## src/rtl/usb_fifo_pkg.sv

```systemverilog
// ============================================================================
// usb_fifo_pkg : shared state, endpoint and grant encodings for the FX2 arbiter
// Rev 1.0
// ============================================================================
`default_nettype none

package usb_fifo_pkg;

  typedef enum logic [2:0] {
    IDLE     = 3'd0,
    RD_ADDR  = 3'd1,
    RD_BURST = 3'd2,
    RD_END   = 3'd3,
    WR_ADDR  = 3'd4,
    WR_BURST = 3'd5,
    WR_END   = 3'd6
  } state_t;

  localparam logic [1:0] EP2_ADDR   = 2'b00;
  localparam logic [1:0] EP6_ADDR   = 2'b10;

  localparam logic [1:0] GRANT_NONE = 2'b00;
  localparam logic [1:0] GRANT_RD   = 2'b01;
  localparam logic [1:0] GRANT_WR   = 2'b10;

  function automatic logic [1:0] state_grant(input state_t s);
    case (s)
      RD_ADDR, RD_BURST, RD_END: state_grant = GRANT_RD;
      WR_ADDR, WR_BURST, WR_END: state_grant = GRANT_WR;
      default:                   state_grant = GRANT_NONE;
    endcase
  endfunction

endpackage

`default_nettype wire

```

## src/rtl/usb_slavefifo_arbiter_if.sv

```systemverilog
// ============================================================================
// usb_slavefifo_arbiter_if : FX2 slave-FIFO pins plus local rx/tx FIFO ports
// Rev 1.0
// ============================================================================
`default_nettype none

interface usb_slavefifo_arbiter_if;
  logic        USB_FLAGA;
  logic        USB_FLAGC;
  logic [15:0] USB_FD_I;
  logic [15:0] USB_FD_O;
  logic        USB_FD_OE;
  logic [1:0]  USB_FIFOADR;
  logic        USB_SLCS;
  logic        USB_SLOE;
  logic        USB_SLRD;
  logic        USB_SLWR;
  logic        rx_full;
  logic        rx_wr_en;
  logic [15:0] rx_data;
  logic        tx_valid;
  logic [15:0] tx_data;
  logic        tx_ready;
  logic        busy;
  logic [1:0]  grant;

  modport master (
    input  USB_FLAGA, USB_FLAGC, USB_FD_I, rx_full, tx_valid, tx_data,
    output USB_FD_O, USB_FD_OE, USB_FIFOADR, USB_SLCS, USB_SLOE, USB_SLRD, USB_SLWR,
           rx_wr_en, rx_data, tx_ready, busy, grant
  );

  modport slave (
    output USB_FLAGA, USB_FLAGC, USB_FD_I, rx_full, tx_valid, tx_data,
    input  USB_FD_O, USB_FD_OE, USB_FIFOADR, USB_SLCS, USB_SLOE, USB_SLRD, USB_SLWR,
           rx_wr_en, rx_data, tx_ready, busy, grant
  );
endinterface

`default_nettype wire

```

## src/rtl/usb_rr_arb.sv

```systemverilog
// ============================================================================
// usb_rr_arb : two-way round-robin picker; favours the requester not last served
// Rev 1.0
// ============================================================================
`default_nettype none

module usb_rr_arb
  import usb_fifo_pkg::*;
(
  input  wire        clk,
  input  wire        rst,
  input  wire        req_rd,
  input  wire        req_wr,
  input  wire        take,
  output logic [1:0] pick
);

  logic [1:0] last_grant;

  always_comb begin
    pick = GRANT_NONE;
    if (req_rd && req_wr)
      pick = (last_grant == GRANT_RD) ? GRANT_WR : GRANT_RD;
    else if (req_rd)
      pick = GRANT_RD;
    else if (req_wr)
      pick = GRANT_WR;
  end

  // Starting from WR means the first contended grant after reset goes to RD.
  always_ff @(posedge clk) begin
    if (rst)
      last_grant <= GRANT_WR;
    else if (take && (pick != GRANT_NONE))
      last_grant <= pick;
  end

endmodule

`default_nettype wire

```

## src/rtl/usb_slavefifo_arbiter.sv

```systemverilog
// ============================================================================
// usb_slavefifo_arbiter : shares the FX2 slave FIFO between EP2 drain and EP6 fill
// Rev 1.0
// ============================================================================
`default_nettype none

module usb_slavefifo_arbiter
  import usb_fifo_pkg::*;
#(
  parameter int         MAX_BURST   = 256,
  parameter int         TURN        = 2,
  parameter logic [1:0] EP_OUT_ADDR = EP2_ADDR,
  parameter logic [1:0] EP_IN_ADDR  = EP6_ADDR
) (
  input wire FPGA_GCLK1,
  input wire CPU_RESET,
  usb_slavefifo_arbiter_if.master bus
);

  localparam int CW = $clog2(MAX_BURST + 1);
  localparam int TW = $clog2(TURN + 1);
  localparam logic [CW-1:0] CNT_LAST = CW'(MAX_BURST - 1);
  localparam logic [CW-1:0] CNT_MAX  = CW'(MAX_BURST);
  localparam logic [TW-1:0] TURN_LAST = TW'(TURN - 1);

  state_t        state;
  state_t        next_state;
  logic [CW-1:0] count;
  logic [TW-1:0] turn_cnt;
  logic          flag_a_q;
  logic          flag_c_q;
  logic          rd_ok;
  logic          wr_ok;
  logic          strobe;
  logic [1:0]    pick;

  assign rd_ok  = flag_a_q & ~bus.rx_full;
  assign wr_ok  = flag_c_q & bus.tx_valid;
  assign strobe = ((state == RD_BURST) && rd_ok) || ((state == WR_BURST) && wr_ok);

  usb_rr_arb u_arb (
    .clk    (FPGA_GCLK1),
    .rst    (CPU_RESET),
    .req_rd (rd_ok),
    .req_wr (wr_ok),
    .take   (state == IDLE),
    .pick   (pick)
  );

  always_ff @(posedge FPGA_GCLK1) begin
    if (CPU_RESET) begin
      state    <= IDLE;
      flag_a_q <= 1'b0;
      flag_c_q <= 1'b0;
      count    <= '0;
      turn_cnt <= '0;
    end else begin
      state    <= next_state;
      flag_a_q <= bus.USB_FLAGA;
      flag_c_q <= bus.USB_FLAGC;
      if (state == IDLE)
        count <= '0;
      else if (strobe && (count != CNT_MAX))
        count <= count + 1'b1;
      if ((state == RD_END) || (state == WR_END))
        turn_cnt <= turn_cnt + 1'b1;
      else
        turn_cnt <= '0;
    end
  end

  // A strobe issued with count at CNT_LAST is the final word of the burst.
  always_comb begin
    next_state = state;
    case (state)
      IDLE: begin
        if (pick == GRANT_RD)      next_state = RD_ADDR;
        else if (pick == GRANT_WR) next_state = WR_ADDR;
      end
      RD_ADDR:  next_state = RD_BURST;
      RD_BURST: if (!rd_ok || (count == CNT_LAST)) next_state = RD_END;
      RD_END:   if (turn_cnt == TURN_LAST) next_state = IDLE;
      WR_ADDR:  next_state = WR_BURST;
      WR_BURST: if (!wr_ok || (count == CNT_LAST)) next_state = WR_END;
      WR_END:   if (turn_cnt == TURN_LAST) next_state = IDLE;
      default:  next_state = IDLE;
    endcase
  end

  always_comb begin
    bus.USB_FIFOADR = EP_OUT_ADDR;
    bus.USB_SLCS    = 1'b1;
    bus.USB_SLOE    = 1'b1;
    bus.USB_SLRD    = 1'b1;
    bus.USB_SLWR    = 1'b1;
    bus.USB_FD_OE   = 1'b0;
    bus.USB_FD_O    = '0;
    bus.rx_wr_en    = 1'b0;
    bus.tx_ready    = 1'b0;
    case (state)
      RD_ADDR: begin
        bus.USB_SLCS = 1'b0;
        bus.USB_SLOE = 1'b0;
      end
      RD_BURST: begin
        bus.USB_SLCS = 1'b0;
        bus.USB_SLOE = 1'b0;
        bus.USB_SLRD = ~rd_ok;
        bus.rx_wr_en = rd_ok;
      end
      RD_END: bus.USB_SLCS = 1'b0;
      WR_ADDR: begin
        bus.USB_FIFOADR = EP_IN_ADDR;
        bus.USB_SLCS    = 1'b0;
        bus.USB_FD_OE   = 1'b1;
        bus.USB_FD_O    = bus.tx_data;
      end
      WR_BURST: begin
        bus.USB_FIFOADR = EP_IN_ADDR;
        bus.USB_SLCS    = 1'b0;
        bus.USB_FD_OE   = 1'b1;
        bus.USB_FD_O    = bus.tx_data;
        bus.USB_SLWR    = ~wr_ok;
        bus.tx_ready    = wr_ok;
      end
      WR_END: begin
        bus.USB_FIFOADR = EP_IN_ADDR;
        bus.USB_SLCS    = 1'b0;
      end
      default: ;
    endcase
  end

  assign bus.rx_data = bus.USB_FD_I;
  assign bus.busy    = (state != IDLE);
  assign bus.grant   = state_grant(state);

endmodule

`default_nettype wire

```

## src/flat_wrapper.sv

```systemverilog
// flat-port wrapper written by rule: the top's interface ports become plain ports
module usb_slavefifo_arbiter_flat import usb_fifo_pkg::*;
#(
  parameter int         MAX_BURST   = 256,
  parameter int         TURN        = 2,
  parameter logic [1:0] EP_OUT_ADDR = EP2_ADDR,
  parameter logic [1:0] EP_IN_ADDR  = EP6_ADDR
)
  (FPGA_GCLK1, CPU_RESET, bus_USB_FLAGA, bus_USB_FLAGC, bus_USB_FD_I, bus_rx_full, bus_tx_valid, bus_tx_data, bus_USB_FD_O, bus_USB_FD_OE, bus_USB_FIFOADR, bus_USB_SLCS, bus_USB_SLOE, bus_USB_SLRD, bus_USB_SLWR, bus_rx_wr_en, bus_rx_data, bus_tx_ready, bus_busy, bus_grant);
  usb_slavefifo_arbiter_if bus_i ();
  input wire FPGA_GCLK1;
  input wire CPU_RESET;
  input wire logic [$bits(bus_i.USB_FLAGA)-1:0] bus_USB_FLAGA;
  input wire logic [$bits(bus_i.USB_FLAGC)-1:0] bus_USB_FLAGC;
  input wire logic [$bits(bus_i.USB_FD_I)-1:0] bus_USB_FD_I;
  input wire logic [$bits(bus_i.rx_full)-1:0] bus_rx_full;
  input wire logic [$bits(bus_i.tx_valid)-1:0] bus_tx_valid;
  input wire logic [$bits(bus_i.tx_data)-1:0] bus_tx_data;
  output wire logic [$bits(bus_i.USB_FD_O)-1:0] bus_USB_FD_O;
  output wire logic [$bits(bus_i.USB_FD_OE)-1:0] bus_USB_FD_OE;
  output wire logic [$bits(bus_i.USB_FIFOADR)-1:0] bus_USB_FIFOADR;
  output wire logic [$bits(bus_i.USB_SLCS)-1:0] bus_USB_SLCS;
  output wire logic [$bits(bus_i.USB_SLOE)-1:0] bus_USB_SLOE;
  output wire logic [$bits(bus_i.USB_SLRD)-1:0] bus_USB_SLRD;
  output wire logic [$bits(bus_i.USB_SLWR)-1:0] bus_USB_SLWR;
  output wire logic [$bits(bus_i.rx_wr_en)-1:0] bus_rx_wr_en;
  output wire logic [$bits(bus_i.rx_data)-1:0] bus_rx_data;
  output wire logic [$bits(bus_i.tx_ready)-1:0] bus_tx_ready;
  output wire logic [$bits(bus_i.busy)-1:0] bus_busy;
  output wire logic [$bits(bus_i.grant)-1:0] bus_grant;
  assign bus_i.USB_FLAGA = bus_USB_FLAGA;
  assign bus_i.USB_FLAGC = bus_USB_FLAGC;
  assign bus_i.USB_FD_I = bus_USB_FD_I;
  assign bus_i.rx_full = bus_rx_full;
  assign bus_i.tx_valid = bus_tx_valid;
  assign bus_i.tx_data = bus_tx_data;
  assign bus_USB_FD_O = bus_i.USB_FD_O;
  assign bus_USB_FD_OE = bus_i.USB_FD_OE;
  assign bus_USB_FIFOADR = bus_i.USB_FIFOADR;
  assign bus_USB_SLCS = bus_i.USB_SLCS;
  assign bus_USB_SLOE = bus_i.USB_SLOE;
  assign bus_USB_SLRD = bus_i.USB_SLRD;
  assign bus_USB_SLWR = bus_i.USB_SLWR;
  assign bus_rx_wr_en = bus_i.rx_wr_en;
  assign bus_rx_data = bus_i.rx_data;
  assign bus_tx_ready = bus_i.tx_ready;
  assign bus_busy = bus_i.busy;
  assign bus_grant = bus_i.grant;
  usb_slavefifo_arbiter #(.MAX_BURST(MAX_BURST), .TURN(TURN), .EP_OUT_ADDR(EP_OUT_ADDR), .EP_IN_ADDR(EP_IN_ADDR)) u_core (.FPGA_GCLK1(FPGA_GCLK1), .CPU_RESET(CPU_RESET), .bus(bus_i));
endmodule
```

## config.mk

```make
export PLATFORM = sky130hd
export DESIGN_NAME = usb_slavefifo_arbiter_flat
export DESIGN_NICKNAME = d
export VERILOG_FILES = /design/src/rtl/usb_fifo_pkg.sv /design/src/rtl/usb_slavefifo_arbiter_if.sv /design/src/rtl/usb_rr_arb.sv /design/src/rtl/usb_slavefifo_arbiter.sv /design/src/flat_wrapper.sv
export SDC_FILE = /design/constraint.sdc
export NUM_CORES = 1
export LEC_CHECK = 0
export ABC_AREA = 0
export CAP_MARGIN = 20
export CORE_MARGIN = 3
export CORE_UTILIZATION = 32
export CTS_CLUSTER_SIZE = 28
export DETAILED_ROUTE_END_ITERATION = 6
export PLACE_DENSITY = 0.85
export SLEW_MARGIN = 40
export SYNTH_ARGS = -nofsm -noshare
export SYNTH_HDL_FRONTEND = slang
export SYNTH_SLANG_ARGS = --single-unit
export TNS_END_PERCENT = 20
```

## constraint.sdc

```tcl
create_clock -name FPGA_GCLK1 -period 1.75 [get_ports FPGA_GCLK1]
set_input_delay 0.2625 -clock FPGA_GCLK1 [delete_from_list [all_inputs] [get_ports FPGA_GCLK1]]
set_output_delay 0.2625 -clock FPGA_GCLK1 [all_outputs]
set_load 0.02 [all_outputs]
```

==> impl_metrics.toml, run 1 <==
[clock_tree]
clk_latency_ps = 250
clkTransAtPathRegs_ps = 60
clock_path_buffers = 2
clock-sinks = 18
cts_tree = "built"
cts_made_buffers = 3
root_buffer = "clkbuf_8"
htree_levels = 1
post-cts-setup-buffers = 0

[worst_setup_path]
reg2reg_to = "u_core.count[7]$_SDFFE_PP0P_"
cp.arrival_ps = 1980
cp.required_ps = 1940
crit_slowest_cell = "or4_4"
critical_path_class = "register to register"
r2r_cells = 5
r2r_slack_ps = -40
rr_startpoint = "u_core.state[2]$_SDFFE_PP0P_"
cp-end-kind = "register"
cpPeakStageDelay_ps = 480
critical-path-top-delay-family = "simple AND/OR/NAND/NOR gates"
crit_fanout = 7
cp-start-kind = "register"
path_cells = "or3b_4 > buf_6 > o22a_4 > or4_4 > a21oi_2"
path_buf_inv = 1

[global_route]
grt_max_degree = 14
grt_pass1_vias = 1072
antenna_found_initial = 0
grt.overflow.total = 0
grtUsageTotal_pct = 12.82
grt_pass1_wl_mm = 4.574

[hold_path]
hold_path_class = "register to register"
min_from = "u_core.turn_cnt[0]$_SDFF_PP0_"
hold_end = "u_core.turn_cnt[0]$_SDFF_PP0_"
holdPathStages = 1

[final_layout]
instances_no_fill = 255
fin_nets = 251
layout-drive-gt1-share_pct = 29.47
fill_cells = 378
seqCellArea_sq_um = 362.8
areaGrowthSynthToFinish_pct = 41.98
stdcell_area_sq_um = 1773
diodes = 0
multi_input_area_sq_um = 733.2

[sta]
drv_slew = 0
worst_slack_ps = -39.39
hold_viol = 0
finalCritPeriodShare_pct = 102.3
setup_viol = 2
fin_crit_ps = 1789
rsz0062_at_grt = "yes"
maxClockFrequency_ghz = 0.5588
fin_skew_ps = 2.040

[pwr]
netSwitchingPower_uw = 455.8
clkPwrFrac_pct = 22.0
switching_share_pct = 34.96
leakagePower_nw = 0.7326
power_density_nw_per_um2 = 735.4
total_power_mw = 1.304
seqPwrFrac_pct = 33.7
comb_power_share_pct = 44.4
vdd_drop_max_uv = 512.9
p_int_uw = 848.1

[run]
drv_cap = 0

[floorplanning]
core_area_sq_um = 3716
die_x_um = 68.47
initial_core_util_pct = 33.60
rows = 22
die_area_sq_um = 4687
ios = 82
die_height_um = 68.47

[drt]
first_iter_violations = 29
drt-total-wl_mm = 3.127
route.detailed.drc = 0
post_drt_wl_per_cell_um = 12.26
drt_pass1_iterations = 4
antenna_left = 0
via_per_inst = 4.831
route.vias.total = 1232

[placement]
place_area_sq_um = 1765
pre_cts_slack_ps = -331.0
place_hpwl_mm = 2.348
place_inst = 251
gp_congestion = 0.8515
io_buffers = 48

[synthesis]
ys_seq_area_share_pct = 28.86
synth_seq_cells = 18
ys_types = 38
ys_warn_count = 0
synthCells = 161
post_synth.cell_area_avg_sq_um = 7.756
synth_nets = 203
netlist_area_sq_um = 1249

[status]
violations = "negative setup slack"
run_status = "finished with violations"
[layout make-up]
type                       count  area share, %
multi-input combinational    111          41.35
inverter                       7          1.482
tap                           48          3.387
clock buffer                   3          2.329
timing repair buffer          68          30.98
sequential                    18          20.47
[power groups by stage]
stage,combinational (mW),sequential (mW),clock [mW]
detailed placement,0.617,0.447,0
CTS,0.579,0.437,0.299
global route,0.624,0.441,0.317
floorplan,0.383,0.446,0
global placement,0.613,0.446,0
finish,0.579,0.439,0.286
[flip-flops by register name, summed over array words and instances, names as in the netlist]
register / cells
u_core.flag_c_q: 1
u_core.state: 3
u_core.flag_a_q: 1
u_core.turn_cnt: 2
u_core.count: 9
u_core.u_arb.last_grant: 2
[cell usage after synthesis]
master | number | area, sq um
buf_4 | 18 | 135.1
dfxtp_1 | 18 | 360.4
and2_1 | 17 | 106.4
a21oi_1 | 11 | 55.05
nor2_1 | 9 | 33.78
nand2_1 | 8 | 30.03
inv_1 | 7 | 26.28
o21ai_0 | 7 | 35.03
clkbuf_1 | 6 | 22.52
nor3_1 | 5 | 25.02
ha_1 | 4 | 50.05
nand2b_1 | 4 | 25.02
nor2b_1 | 4 | 25.02
or3_1 | 4 | 25.02
nand3_1 | 3 | 15.01
nand3b_1 | 3 | 22.52
o22ai_1 | 3 | 18.77
o31ai_1 | 3 | 22.52
or2_2 | 3 | 18.77
or4_1 | 3 | 22.52
and4_1 | 2 | 17.52
mux2i_1 | 2 | 20.02
xor2_1 | 2 | 17.52
a211oi_1 | 1 | 7.510
a21boi_0 | 1 | 7.510
a311oi_1 | 1 | 8.760
and4b_1 | 1 | 10.01
buf_2 | 1 | 5.000
buf_6 | 1 | 11.26
conb_1 | 1 | 3.750
nand4_1 | 1 | 6.260
nor3b_1 | 1 | 7.510
nor4_1 | 1 | 6.260
o21bai_1 | 1 | 7.510
o221ai_1 | 1 | 8.760
o22a_1 | 1 | 8.760
or3b_2 | 1 | 8.760
or3b_4 | 1 | 11.26
[through the flow]
step	util, %	hold slack (ps)	setup TNS [ps]
2_1_floorplan	-	390.7	-48.86
3_3_place_gp	47.51	416.3	-3296
3_5_place_dp	47.51	426.6	-3819
4_1_cts	48.82	435.9	-137.3
5_1_grt	47.71	452.4	-259.4
6_report	47.71	430.0	-68.72
[cells in the final DEF (no fill, tap or decap), types with 3 or more instances in the layout]
master	n
o31ai_1	3
or2_2	3
buf_4	18
inv_1	6
nor3_1	5
nor2_1	9
clkbuf_8	3
clkdlybuf4s50_1	21
o21ai_0	7
nor2b_1	3
a21oi_1	10
nand2_1	7
dfxtp_1	16
or3_1	4
buf_2	16
dlygate4sd2_1	6
nand2b_1	4
nand3_1	3
nand3b_1	3
buf_6	3
and2_1	17
[per-layer routing]
metal  vias up  GRT usage [%]  part of all wire, %
li1        628              -                    -
met1       566          15.54                   43
met2        28          21.10                   50
met3        10          2.627                  4.8
met4         0          6.700                  1.9
met5         -              0                    0
[cells by family after synthesis]
logic type               after synthesis  share of synthesized area (%)
AND/OR/NAND/NOR                       71                          33.37
buffers and inverters                 33                          16.03
AO/OA/AOI/OAI                         30                          14.43
flip-flops                            18                          28.86
adder cells (fa/ha/maj)                4                          4.008
XOR/XNOR                               2                          1.403
multiplexers                           2                          1.603
other                                  1                         0.3003
[how the worst max path moves through the flow]
stage / start / depth (start not counted) / slack, ps / end
3_3_place_gp: bus_rx_full / 5 / -330 / bus_rx_wr_en
2_1_floorplan: u_core.state[2]$_SDFFE_PP0P_ / 3 / -30 / bus_USB_SLCS
3_5_place_dp: bus_rx_full / 5 / -330 / bus_rx_wr_en
5_1_grt: u_core.count[5]$_SDFFE_PP0P_ / 8 / -100 / u_core.state[2]$_SDFFE_PP0P_
6_report: u_core.state[2]$_SDFFE_PP0P_ / 5 / -40 / u_core.count[7]$_SDFFE_PP0P_
4_1_cts: u_core.state[2]$_SDFFE_PP0P_ / 5 / -50 / u_core.count[5]$_SDFFE_PP0P_
[repair_timing]
| item | in CTS | in global routing |
|---|---|---|
| cloned | 0 | 1 |
| pin swaps | 1 | 4 |
| gates resized for setup | 73 | 30 |
| hold buffers | 0 | 0 |
| setup endpoints to repair | 34 | 26 |
Note: power is estimated with default switching activity, not from simulation.
==> inputs of run 2 (changes only) <==
--- a/config.mk
+++ b/config.mk
@@ -8,10 +8,10 @@
 export ABC_AREA = 0
 export CAP_MARGIN = 20
 export CORE_MARGIN = 3
-export CORE_UTILIZATION = 32
+export CORE_UTILIZATION = 36
 export CTS_CLUSTER_SIZE = 28
 export DETAILED_ROUTE_END_ITERATION = 6
-export PLACE_DENSITY = 0.85
+export PLACE_DENSITY = 0.89
 export SLEW_MARGIN = 40
 export SYNTH_ARGS = -nofsm -noshare
 export SYNTH_HDL_FRONTEND = slang
==> constraint.sdc (replaced) <==
create_clock -name FPGA_GCLK1 -period 1.8 [get_ports FPGA_GCLK1]
set_input_delay 0.27 -clock FPGA_GCLK1 [delete_from_list [all_inputs] [get_ports FPGA_GCLK1]]
set_output_delay 0.27 -clock FPGA_GCLK1 [all_outputs]
set_load 0.02 [all_outputs]
==> run 2 against run 1 <==
Effect of this change: the run still ends with negative setup slack left; sequential share of layout area grew 0.083 points; fmax down 3.2%; die area shrank 10%; via count grew 2.5%; highest routed layer unchanged; utilization rose by 8.2 points; clock-buffer cell count rose by 1; sequential cell count is the same; cell area increased by 0.28%; non-clock buffer count increased by 3; critical endpoint is now u_core.count[2]$_SDFFE_PP0P_; routed wire length up 11%.
==> impl_metrics.toml, run 2 (synthesis gave the netlist of run 1 again) <==
[floorplanning]
initial_core_util_pct = 39.29
die_height_um = 64.90
core_area_sq_um = 3178
rows = 20
die_area_sq_um = 4211
ios = 82
die_x_um = 64.90

[sta]
fin_crit_ps = 1848
whs_ps = 437.1
hold_viol = 0
finalCritPeriodShare_pct = 102.7
maxClockFrequency_ghz = 0.5411
rsz0062_at_grt = "yes"
drv_slew = 0
setup_viol = 4
fin_skew_ps = 5.523
worst_slack_ps = -48.00

[placement]
pre_cts_slack_ps = -331.5
place_hpwl_mm = 2.598
gp_congestion = 0.7965
io_buffers = 48
place_inst = 247

[clock_tree]
clock_path_buffers = 2
htree_levels = 1
clock-sinks = 18
cts_tree = "built"
clkTransAtPathRegs_ps = 110
root_buffer = "clkbuf_4"
clk_latency_ps = 310
cts_made_buffers = 3

[pwr]
power_density_nw_per_um2 = 702.6
leakagePower_nw = 0.7559
vdd_drop_max_uv = 656.1
p_int_uw = 796.1
seqPwrFrac_pct = 34.4
comb_power_share_pct = 44.8
clkPwrFrac_pct = 20.8
switching_share_pct = 36.27
netSwitchingPower_uw = 453.1

[final_layout]
final_common_cell = "buf_4"
seqCellArea_sq_um = 365.4
reg.largest.list = "u_core.count x9, u_core.state x3"
final_cell_mix = "buf_4 (22), clkdlybuf4s50_1 (21), buf_2 (18)"
top_register = "u_core.count"
largest_reg_flops = 9
instances_no_fill = 254
layout-drive-gt1-share_pct = 31.90
fill_cells = 299
areaGrowthSynthToFinish_pct = 42.39
fin_nets = 253
diodes = 0
multi_input_area_sq_um = 738.2

[global_route]
grt_max_degree = 12
grtUsageTotal_pct = 15.93
grt.overflow.total = 0
antenna_found_initial = 0
grt_pass1_vias = 1174
grt_pass1_wl_mm = 5.347

[worst_setup_path]
cp.required_ps = 2040
cp-start-kind = "register"
crit_fanout = 6
cp-end-kind = "register"
cp.arrival_ps = 2090
critical_path_class = "register to register"

[drt]
route.detailed.drc = 0
drt_pass1_iterations = 4
route.vias.total = 1263
via_per_inst = 4.972
antenna_left = 0
post_drt_wl_per_cell_um = 13.69
drt-total-wl_mm = 3.478
first_iter_violations = 49

[run]
drv_cap = 0

[status]
violations = "negative setup slack"
run_status = "finished with violations"

[hold_path]
hold_path_class = "register to register"
[run 2: cell count changes in the layout (fill, tap and decap cells not counted), sizes merged]
cell           delta
o22a              -1
clkdlybuf4s15     -3
buf               +6
clkbuf            +1
[run 2: layout make-up]
| class | instances | area share (%) |
|---|---|---|
| multi-input combinational | 110 | 41.52 |
| timing repair buffer | 71 | 31.32 |
| sequential | 18 | 20.55 |
| clock buffer | 4 | 2.041 |
| tap | 44 | 3.096 |
| inverter | 7 | 1.478 |
[run 2: power by group through the flow]
stage | clock network (mW) | registers, mW | logic (mW)
after floorplan | 0 | 0.433 | 0.372
after global placement | 0 | 0.434 | 0.590
after detailed placement | 0 | 0.435 | 0.601
after CTS | 0.269 | 0.426 | 0.556
after global routing | 0.286 | 0.432 | 0.605
final | 0.259 | 0.430 | 0.560
[run 2: final timing paths]
| kind | slack (ps) | start | end | cells past startpoint |
|---|---|---|---|---|
| max | -50 | u_core.state[0]$_SDFFE_PP0P_ | u_core.count[2]$_SDFFE_PP0P_ | 6 |
| min reg2reg | 440 | u_core.turn_cnt[0]$_SDFF_PP0_ | u_core.turn_cnt[0]$_SDFF_PP0_ | 1 |
| max reg2reg | -50 | u_core.state[0]$_SDFFE_PP0P_ | u_core.count[2]$_SDFFE_PP0P_ | 6 |
| min | 440 | u_core.turn_cnt[0]$_SDFF_PP0_ | u_core.turn_cnt[0]$_SDFF_PP0_ | 1 |
[run 2: worst max-delay path: stages, from the launching register on]
cell     delay, ps
dfxtp_2        340
or3b_4         390
buf_6          130
o22a_4         260
buf_6          120
or4_1          390
a21oi_1        140
[run 2: timing repair]
action                                  4_1_cts  5_1_grt
cloned                                        0        0
pin swaps                                     2        8
endpoints found under the setup margin       32       28
hold buffers                                  0        0
resized for setup                            85       30
buffers inserted                              0        3
[run 2: per-layer routing]
layer / track usage (%) / up-vias / wire length, um
met5: 0 / - / 0
met4: 7.124 / 0 / 70
met3: 3.986 / 9 / 249
met2: 26.31 / 56 / 1797
met1: 19.35 / 565 / 1362
li1: - / 633 / -
[run 2: metrics by stage]
stage          cell area (sq um)  utilization, %  total power, mW  TNS (ps)
2_1_floorplan               1250               -           0.8054         0
3_3_place_gp                1760           55.39            1.024     -2609
3_5_place_dp                1760           55.39            1.036     -3845
4_1_cts                     1755           55.24            1.251    -124.6
5_1_grt                     1778           55.94            1.323    -645.1
6_report                    1778           55.94            1.249    -94.84
==> RTL change, RTL diff (config.mk and constraints of run 1) <==
Re-encode `state_t` (7 states) as Gray code, 3 bits wide.
--- a/src/rtl/usb_fifo_pkg.sv
+++ b/src/rtl/usb_fifo_pkg.sv
@@ -7,13 +7,13 @@
 package usb_fifo_pkg;
 
   typedef enum logic [2:0] {
-    IDLE     = 3'd0,
-    RD_ADDR  = 3'd1,
-    RD_BURST = 3'd2,
-    RD_END   = 3'd3,
-    WR_ADDR  = 3'd4,
-    WR_BURST = 3'd5,
-    WR_END   = 3'd6
+    IDLE     = 3'b000,
+    RD_ADDR  = 3'b001,
+    RD_BURST = 3'b011,
+    RD_END   = 3'b010,
+    WR_ADDR  = 3'b110,
+    WR_BURST = 3'b111,
+    WR_END   = 3'b101
   } state_t;
 
   localparam logic [1:0] EP2_ADDR   = 2'b00;
Check against the original RTL: same outputs for any inputs over 10 cycles, from zero or initial values and one cycle with CPU_RESET high; not proved beyond that.
==> RTL change against run 1 <==
- sequential power is 7.1% higher
- wire length is 14% higher
- first-iteration DRC count grew to 3.6 times the old value
- sequential cell count stayed put
- cell area is 2.9% higher
- power is 8.9% higher
- area after synthesis is 1.6% lower
- clock power is 19% higher
- non-clock buffer count is 3 higher
- critical path depth is 1 higher
- worst setup slack better by 0.075 ns
==> RTL change: results (changes against run 1) <==
Power
  • Combinational Power Share: 42.9% (was 44.4%)
  • LEAKAGE: 0.914 nW (was 0.733 nW)
  • Net switching power: 0.000509 W (was 0.000456 W)
  • Clk. pwr: 0.000341 W (was 0.000286 W)
  • Max rail drop VDD: 0.628 mV (was 0.513 mV)

Synthesis
  • Yosys cell types: 43 (was 38)
  • Synth cell count leaders: and3_1 (19), buf_4 (18), dfxtp_1 (18) (was buf_4 (18), dfxtp_1 (18), and2_1 (17))
  • Synth area leaders: dfxtp_1 (29%), buf_4 (11%), and3_1 (9.7%) (was dfxtp_1 (29%), buf_4 (11%), and2_1 (8.5%))

Setup path
  • Worst reg2reg path depth: 6 (was 5)
  • Crit path from: bus_rx_full (was u_core.state[2])
  • CP max-delay cell: clkdlybuf4s50_1 (was or4_4)
  • RR Endpoint: u_core.state[1] (was u_core.count[7])
  • R2R setup slack: 0.06 ns (was -0.04 ns)
  • CP top delay family: buffers and inverters (was simple AND/OR/NAND/NOR gates)

Global route
  • Largest net degree at the start of global routing: 12 (was 14)
  • Met3 global-route usage: 2.30% (was 2.63%)
  • First-pass GRT wire length: 5.75 mm (was 4.57 mm)
  • Met2 Use GR: 29.2% (was 21.1%)
  • Vias in the first global route: 1229 (was 1072)
  • Total track usage: 15.9% (was 12.8%)
  • Met1 Use GR: 18.5% (was 15.5%)

Cells and area
  • Layout cells sized above 1: 17.8% (was 29.5%)

Placed design
  • Dpl hpwl: 2.75 mm (was 2.35 mm)
  • Final estimated routing congestion in global placement: 0.870 (was 0.852)
  • Cell area after placement: 0.00178 mm^2 (was 0.00177 mm^2)

Outcome
  • Status: complete, no violations (was complete, but fails checks)

Clock network
  • Post_cts resized: 29 (was 73)

Route
  • WL final: 3.58 mm (was 3.13 mm)
  • Vias per inst: 5.11 (was 4.83)
## RTL change: per-stage QoR
stage	worst slack [ns]	hold slack [ns]	total power (W)	std cells	utilization [%]
after floorplan	0.117	0.332	0.000846	157	-
after global placement	-0.163	0.409	0.00108	250	50.6
after detailed placement	-0.222	0.419	0.00110	250	50.6
after CTS	0.0311	0.428	0.00142	254	51.6
after global routing	0.00117	0.450	0.00149	254	51.8
final	0.0354	0.425	0.00142	254	51.8
## RTL change: cells by family after synthesis
family	synth area share, %
AO/OA/AOI/OAI	14.6
XOR/XNOR	2.85
adder cells (fa/ha/maj)	4.07
buffers and inverters	16.6
flip-flops	29.3
multiplexers	1.73
other	0.305
AND/OR/NAND/NOR	30.5
## RTL change: cell type report
type	count	area (um^2)
multi-input combinational	103	677
tap	46	57.6
clock buffer	4	55.1
timing repair buffer	71	624
sequential	18	365
inverter	12	45.0
fill	333	1700
